File: src/rtl/pe_pkg.sv
// Shared constants and helpers for the weight-stationary processing element.
package pe_pkg;

  localparam int ERR_SKEW       = 0;
  localparam int ERR_EMPTY_SWAP = 1;
  localparam int LIMIT_W        = 64;

  // Clamp limits for a psum of the given width, returned sign-extended to LIMIT_W bits
  // so that the low `width` bits are the limit itself.
  function automatic logic [LIMIT_W-1:0] sat_limit(input int width, input bit is_signed,
                                                   input bit want_max);
    logic [LIMIT_W-1:0] r;
    r = '0;
    if (want_max) begin
      for (int i = 0; i < LIMIT_W; i++)
        if (i < width - (is_signed ? 1 : 0)) r[i] = 1'b1;
    end else if (is_signed) begin
      for (int i = 0; i < LIMIT_W; i++)
        if (i >= width - 1) r[i] = 1'b1;
    end
    return r;
  endfunction

endpackage

File: src/rtl/pe_ws_db_mac.sv
// Combinational multiply-accumulate with overflow detection and optional clamp.
module pe_mac
  import pe_pkg::*;
#(
  parameter int ACT_WIDTH  = 8,
  parameter int WGT_WIDTH  = 8,
  parameter int PSUM_WIDTH = 32,
  parameter int SIGNED     = 0,
  parameter int SATURATE   = 0
) (
  input  logic [ACT_WIDTH-1:0]  a_i,
  input  logic [WGT_WIDTH-1:0]  w_i,
  input  logic [PSUM_WIDTH-1:0] p_i,
  input  logic                  p_en_i,
  output logic [PSUM_WIDTH-1:0] sum_o,
  output logic                  ovf_o
);

  localparam int PW = PSUM_WIDTH;
  localparam logic [PW-1:0] PMAX = PW'(sat_limit(PW, SIGNED != 0, 1'b1));
  localparam logic [PW-1:0] PMIN = PW'(sat_limit(PW, SIGNED != 0, 1'b0));

  function automatic logic [PW-1:0] clamp(input logic [PW-1:0] wrapped, input logic ovf,
                                          input logic neg);
    if (SATURATE != 0 && ovf) return neg ? PMIN : PMAX;
    return wrapped;
  endfunction

  logic signed [PW-1:0] a_ext, w_ext, prod, addend;
  logic        [PW:0]   raw;

  always_comb begin
    if (SIGNED != 0) begin
      a_ext = PW'($signed(a_i));
      w_ext = PW'($signed(w_i));
    end else begin
      a_ext = PW'($unsigned(a_i));
      w_ext = PW'($unsigned(w_i));
    end
    // PSUM_WIDTH >= ACT+WGT, so the truncated product is exact in either signedness.
    prod   = a_ext * w_ext;
    addend = p_en_i ? p_i : '0;
    raw    = {1'b0, prod} + {1'b0, addend};
    if (SIGNED != 0)
      ovf_o = (prod[PW-1] == addend[PW-1]) && (raw[PW-1] != prod[PW-1]);
    else
      ovf_o = raw[PW];
    sum_o = clamp(raw[PW-1:0], ovf_o, (SIGNED != 0) && prod[PW-1]);
  end

endmodule

File: src/rtl/pe_ws_db.sv
// Weight-stationary PE: shadow weight shifts down the column, swap token promotes it.
module pe_ws_db
  import pe_pkg::*;
#(
  parameter int ACT_WIDTH  = 8,
  parameter int WGT_WIDTH  = 8,
  parameter int PSUM_WIDTH = 32,
  parameter int SIGNED     = 0,
  parameter int SATURATE   = 0
) (
  input  logic                  clk,
  input  logic                  reset,
  input  logic                  err_clr,
  input  logic [ACT_WIDTH-1:0]  a_in,
  input  logic                  a_valid_in,
  output logic [ACT_WIDTH-1:0]  a_out,
  output logic                  a_valid_out,
  input  logic [WGT_WIDTH-1:0]  w_in,
  input  logic                  w_valid_in,
  output logic [WGT_WIDTH-1:0]  w_out,
  output logic                  w_valid_out,
  input  logic                  w_swap_in,
  output logic                  w_swap_out,
  input  logic [PSUM_WIDTH-1:0] p_in,
  input  logic                  p_valid_in,
  output logic [PSUM_WIDTH-1:0] p_out,
  output logic                  p_valid_out,
  output logic [WGT_WIDTH-1:0]  w_active,
  output logic [1:0]            err,
  output logic                  ovf
);

  logic [WGT_WIDTH-1:0]  active_q, active_d, shadow_q, shadow_d, w_out_q, w_out_d;
  logic                  shadow_full_q, shadow_full_d, w_vld_q, w_vld_d;
  logic [ACT_WIDTH-1:0]  a_out_q;
  logic                  a_vld_q, swap_q;
  logic [PSUM_WIDTH-1:0] p_out_q, p_out_d, mac_sum;
  logic                  p_vld_q, p_vld_d, mac_ovf;
  logic [1:0]            err_q, err_d;
  logic                  ovf_q, ovf_d;

  // The MAC always sees the pre-swap weight; a swap only takes effect next cycle.
  pe_mac #(
    .ACT_WIDTH (ACT_WIDTH),
    .WGT_WIDTH (WGT_WIDTH),
    .PSUM_WIDTH(PSUM_WIDTH),
    .SIGNED    (SIGNED),
    .SATURATE  (SATURATE)
  ) u_mac (
    .a_i   (a_in),
    .w_i   (active_q),
    .p_i   (p_in),
    .p_en_i(p_valid_in),
    .sum_o (mac_sum),
    .ovf_o (mac_ovf)
  );

  always_comb begin
    active_d      = active_q;
    shadow_d      = shadow_q;
    shadow_full_d = shadow_full_q;
    w_out_d       = w_out_q;
    w_vld_d       = 1'b0;
    p_out_d       = p_out_q;
    p_vld_d       = 1'b0;
    err_d         = err_clr ? 2'b00 : err_q;
    ovf_d         = err_clr ? 1'b0 : ovf_q;

    if (w_valid_in) begin
      shadow_d      = w_in;
      shadow_full_d = 1'b1;
      w_out_d       = shadow_q;
      w_vld_d       = shadow_full_q;
    end

    if (w_swap_in) begin
      if (shadow_full_q) begin
        active_d = shadow_q;
        if (!w_valid_in) shadow_full_d = 1'b0;
      end else begin
        err_d[ERR_EMPTY_SWAP] = 1'b1;
      end
    end

    if (a_valid_in) begin
      p_out_d = mac_sum;
      p_vld_d = 1'b1;
      if (mac_ovf) ovf_d = 1'b1;
    end else if (p_valid_in) begin
      p_out_d         = p_in;
      p_vld_d         = 1'b1;
      err_d[ERR_SKEW] = 1'b1;
    end
  end

  // ---- register stage: all outputs are one cycle after their inputs ----
  always_ff @(posedge clk) begin
    if (reset) begin
      active_q      <= '0;
      shadow_q      <= '0;
      shadow_full_q <= 1'b0;
      w_out_q       <= '0;
      w_vld_q       <= 1'b0;
      a_out_q       <= '0;
      a_vld_q       <= 1'b0;
      swap_q        <= 1'b0;
      p_out_q       <= '0;
      p_vld_q       <= 1'b0;
      err_q         <= 2'b00;
      ovf_q         <= 1'b0;
    end else begin
      active_q      <= active_d;
      shadow_q      <= shadow_d;
      shadow_full_q <= shadow_full_d;
      w_out_q       <= w_out_d;
      w_vld_q       <= w_vld_d;
      a_out_q       <= a_in;
      a_vld_q       <= a_valid_in;
      swap_q        <= w_swap_in;
      p_out_q       <= p_out_d;
      p_vld_q       <= p_vld_d;
      err_q         <= err_d;
      ovf_q         <= ovf_d;
    end
  end

  assign a_out       = a_out_q;
  assign a_valid_out = a_vld_q;
  assign w_out       = w_out_q;
  assign w_valid_out = w_vld_q;
  assign w_swap_out  = swap_q;
  assign p_out       = p_out_q;
  assign p_valid_out = p_vld_q;
  assign w_active    = active_q;
  assign err         = err_q;
  assign ovf         = ovf_q;

endmodule

File: config.mk
export PLATFORM = sky130hd
export DESIGN_NAME = pe_ws_db
export DESIGN_NICKNAME = d
export VERILOG_FILES = /design/src/rtl/pe_pkg.sv /design/src/rtl/pe_ws_db_mac.sv /design/src/rtl/pe_ws_db.sv
export SDC_FILE = /design/constraint.sdc
export NUM_CORES = 1
export LEC_CHECK = 0
export ABC_AREA = 1
export BUFFER_PORTS_ARGS = -buffer_cell sky130_fd_sc_hd__buf_2
export CORE_MARGIN = 2
export CORE_UTILIZATION = 47
export DETAILED_ROUTE_END_ITERATION = 16
export GPL_TIMING_DRIVEN = 0
export PLACE_DENSITY_LB_ADDON = 0.05
export SETUP_SLACK_MARGIN = 0.3
export SYNTH_ARGS = -nofsm -noshare
export SYNTH_HDL_FRONTEND = slang
export SYNTH_SLANG_ARGS = --single-unit
File: constraint.sdc
create_clock -name clk -period 7.9 [get_ports clk]
set_input_delay 1.58 -clock clk [delete_from_list [all_inputs] [get_ports clk]]
set_output_delay 1.58 -clock clk [all_outputs]
set_load 0.03 [all_outputs]
==> impl_results.md <==
- Cell count along the critical path: 25
- R2R depth: 25
- Die W: roughly 120 um
- Clk slew on worst S/H paths: about 0.060 ns
- Max-Cap Viols: 0
- Sequential cell area: between 1000 and 1500 sq um
- Maximum VDD drop: between 0.15 and 0.2 mV
- M1 WL: ~8.9 mm
- Uppermost routed layer: met4
- WP data required: slightly above 8 ns
- FILL cells: 1441
- Fmax: 0.1472 GHz
- Power per cell area: between 150 and 200 nW/um^2
- Nets: 1300
- Grt ovf: 0
- Setup ws final: around 1.1 ns
- Slowest CP cell: fa_1
- Measured slew at the worst slew-check pin: 0.7713 ns
- Core area: roughly 14000 sq um
- DRC viols: 0
- Resized cells post-CTS: 0
- TritonCTS Buffers: 9
- R2R Setup Slk: between 2 and 2.5 ns
- Yosys reg bits: 72
- CP arrival: 7.01 ns
- IO Port Bufs: approximately 110
- Mean post-synth cell area: 6.316 sq um
- Setup_tns: 0 ns
- CP startpoint: a_in[0]
- Initial Util: a little under half
- CTS tree: done
- WL/cell: roughly 14 um
- Max stage delay on crit path: about 0.54 ns
- Num rows: 43
- Layout area overhead: 16.43%
- Critical Path Fanout Max: 9
- Setup violations, final: 0
- Final Skew: just over 0.007 ns
- Dpl ws: 0.7885 ns
- Initial DRC count: roughly 300
- Pins Over Slew Limit: 0
- Main synth FF type: dfxtp_1
- Final wirelength: 18.31 mm
- H-Tree Depth: 3
- Routability Congestion: roughly 0.95
- Routed Antenna Nets: 0
- Area leader, netlist: dfxtp_1
- GRT Overall Usage: 26.22%
- RSZ-0062 raised after global routing: no
- Synth Net Count: between 1000 and 1500
- Critical path class: in2reg
- LEAKAGE: 4.746 nW
- Critical path capture point type: flip-flop
- Post-synthesis sequential area ratio: 22.01%
- Commonest cells in the netlist: nand2_1 (333), inv_1 (207), nor2_1 (105), dfxtp_1 (72), ha_1 (52)
- Layout cells sized above 1: 12.32%
- Die extent in y: 122.1 um
- Clk sinks: just over 70
- TritonRoute pass-1 iters: 5
- Design Power: 1.238 mW
- Most numerous cell in the Yosys netlist: nand2_1
- Final core utilization: between 50% and 60%
- Cells after Synth: roughly 1000
- Startpoint Class: primary input
- Post-CTS setup buffer count: 0
- Maximum root-to-sink buffer count: 2
- Mapped cell area: around 6600 sq um
- First-pass GRT wire length: slightly above 30 mm
- Clock latency on the worst-skew pair: ~0.35 ns
- Post-synth EDFFs: 0
- Yosys warnings: 0
- Non-Filler Instances: 1341
- Antenna cells: 0
- Die Footprint: ~15000 sq um
- Crit path max-delay family: adder cells
- Final period util: 85.99%
- R2R Path Start: w_active[7]
- Asr flop ratio synth: 0%
- Met3 wire len: between 1 and 1.5 mm
- Largest net degree at the start of global routing: 16
- # IOs: about 120
- Fin. Hold Viols: 0
- Synth cell types: 33
- CP Capture Point: p_out[19]
- Top-area cell type share of the netlist area: between 20% and 30%
- CTS root buf: clkbuf_16
- Hold_buf cts: 0
- Crit path buffers/inverters: 5
- Placed cells: 1325
- Max-slew headroom: approximately half
- Met2 WL: roughly 8 mm
- Min-delay worst type: reg2reg
- Area of the multi-input gates: ~4200 sq um
- Largest cells by area after synthesis: dfxtp_1 (22%), nand2_1 (19%), inv_1 (12%), fa_1 (11%), ha_1 (9.9%)
- Status: finished clean
- Via density: 4.809
- FF-to-FF End: p_out[19]
- Dpl hpwl: 14.67 mm
- Min Tclk post-route: approximately 6.8 ns
- Vias in the first global route: just over 6000
- Via count: ~6400
- Antenna violations before repair: 0
[worst min path at each step]
| stage | start | endpoint | slack, ns | cells after the start |
|---|---|---|---|---|
| floorplan | shadow_full_q | err[1] | 0.46 | 1 |
| global placement | err[1] | err[1] | 0.43 | 2 |
| detailed placement | err[1] | err[1] | 0.45 | 2 |
| CTS | p_out[23] | p_out[23] | 0.47 | 2 |
| global route | p_out[28] | p_out[28] | 0.48 | 2 |
| finish | err[0] | err[0] | 0.46 | 1 |
[routing by layer]
layer  track usage [%]  up-vias
li1                  -     3376
met1             37.23     2889
met2             41.76      172
met3             4.588       12
met4             5.747        0
met5                 0        -
[cell type report]
type / instances / share of cell area, %
clock inverters: 7 / 1.116
plain buffers: 38 / 2.067
repair buffers: 108 / 7.088
inverters: 208 / 10.24
well taps: 180 / 2.953
multi-input cells: 719 / 54.68
flip-flops and latches: 72 / 18.90
clock buffers: 9 / 2.953
[kinds of logic (layout without fill, tap and decap cells)]
family | Yosys count | count (layout) | synth area share [%]
AOI/OAI and AO/OA | 101 | 101 | 8.290
xor gates and xnor gates | 21 | 21 | 2.808
adders and majority gates | 89 | 89 | 21.24
buffers and inverters | 246 | 370 | 14.33
DFF | 72 | 72 | 22.01
and+or+nand+nor | 508 | 508 | 31.33
[through the flow]
step                      hold WS, ns  area [sq um]
final                          0.4633          7626
after global routing           0.4795          7626
after CTS                      0.4681          7626
after detailed placement       0.4489          7316
after global placement         0.4346          7316
after floorplan                0.4558          6550
[registers in the layout, summed over array words and instances (netlist names), 2 cells and up]
register / flops
shadow_q: 8
w_active: 8
p_out: 32
err: 2
a_out: 8
w_out: 8
[power by group]
part | total, mW | leakage [nW] | internal (mW) | switching (mW)
Combinational | 0.390 | 4.00 | 0.125 | 0.265
Sequential | 0.402 | 0.595 | 0.389 | 0.0129
Clock | 0.446 | 0.146 | 0.252 | 0.194
Total | 1.24 | 4.75 | 0.766 | 0.473
[layout by cell type (no fill, tap or decap), types with 6 or more instances in the layout]
cell type	count
o21ai_0	43
nor2_1	105
a31oi_1	6
inv_1	207
xor2_1	17
nor3_1	6
nand2_1	333
clkbuf_16	9
buf_2	114
a21oi_1	42
nand3_2	6
clkbuf_1	29
fa_1	37
nand3_1	42
dfxtp_1	72
ha_1	52
Note: power is estimated with default switching activity, not from simulation.
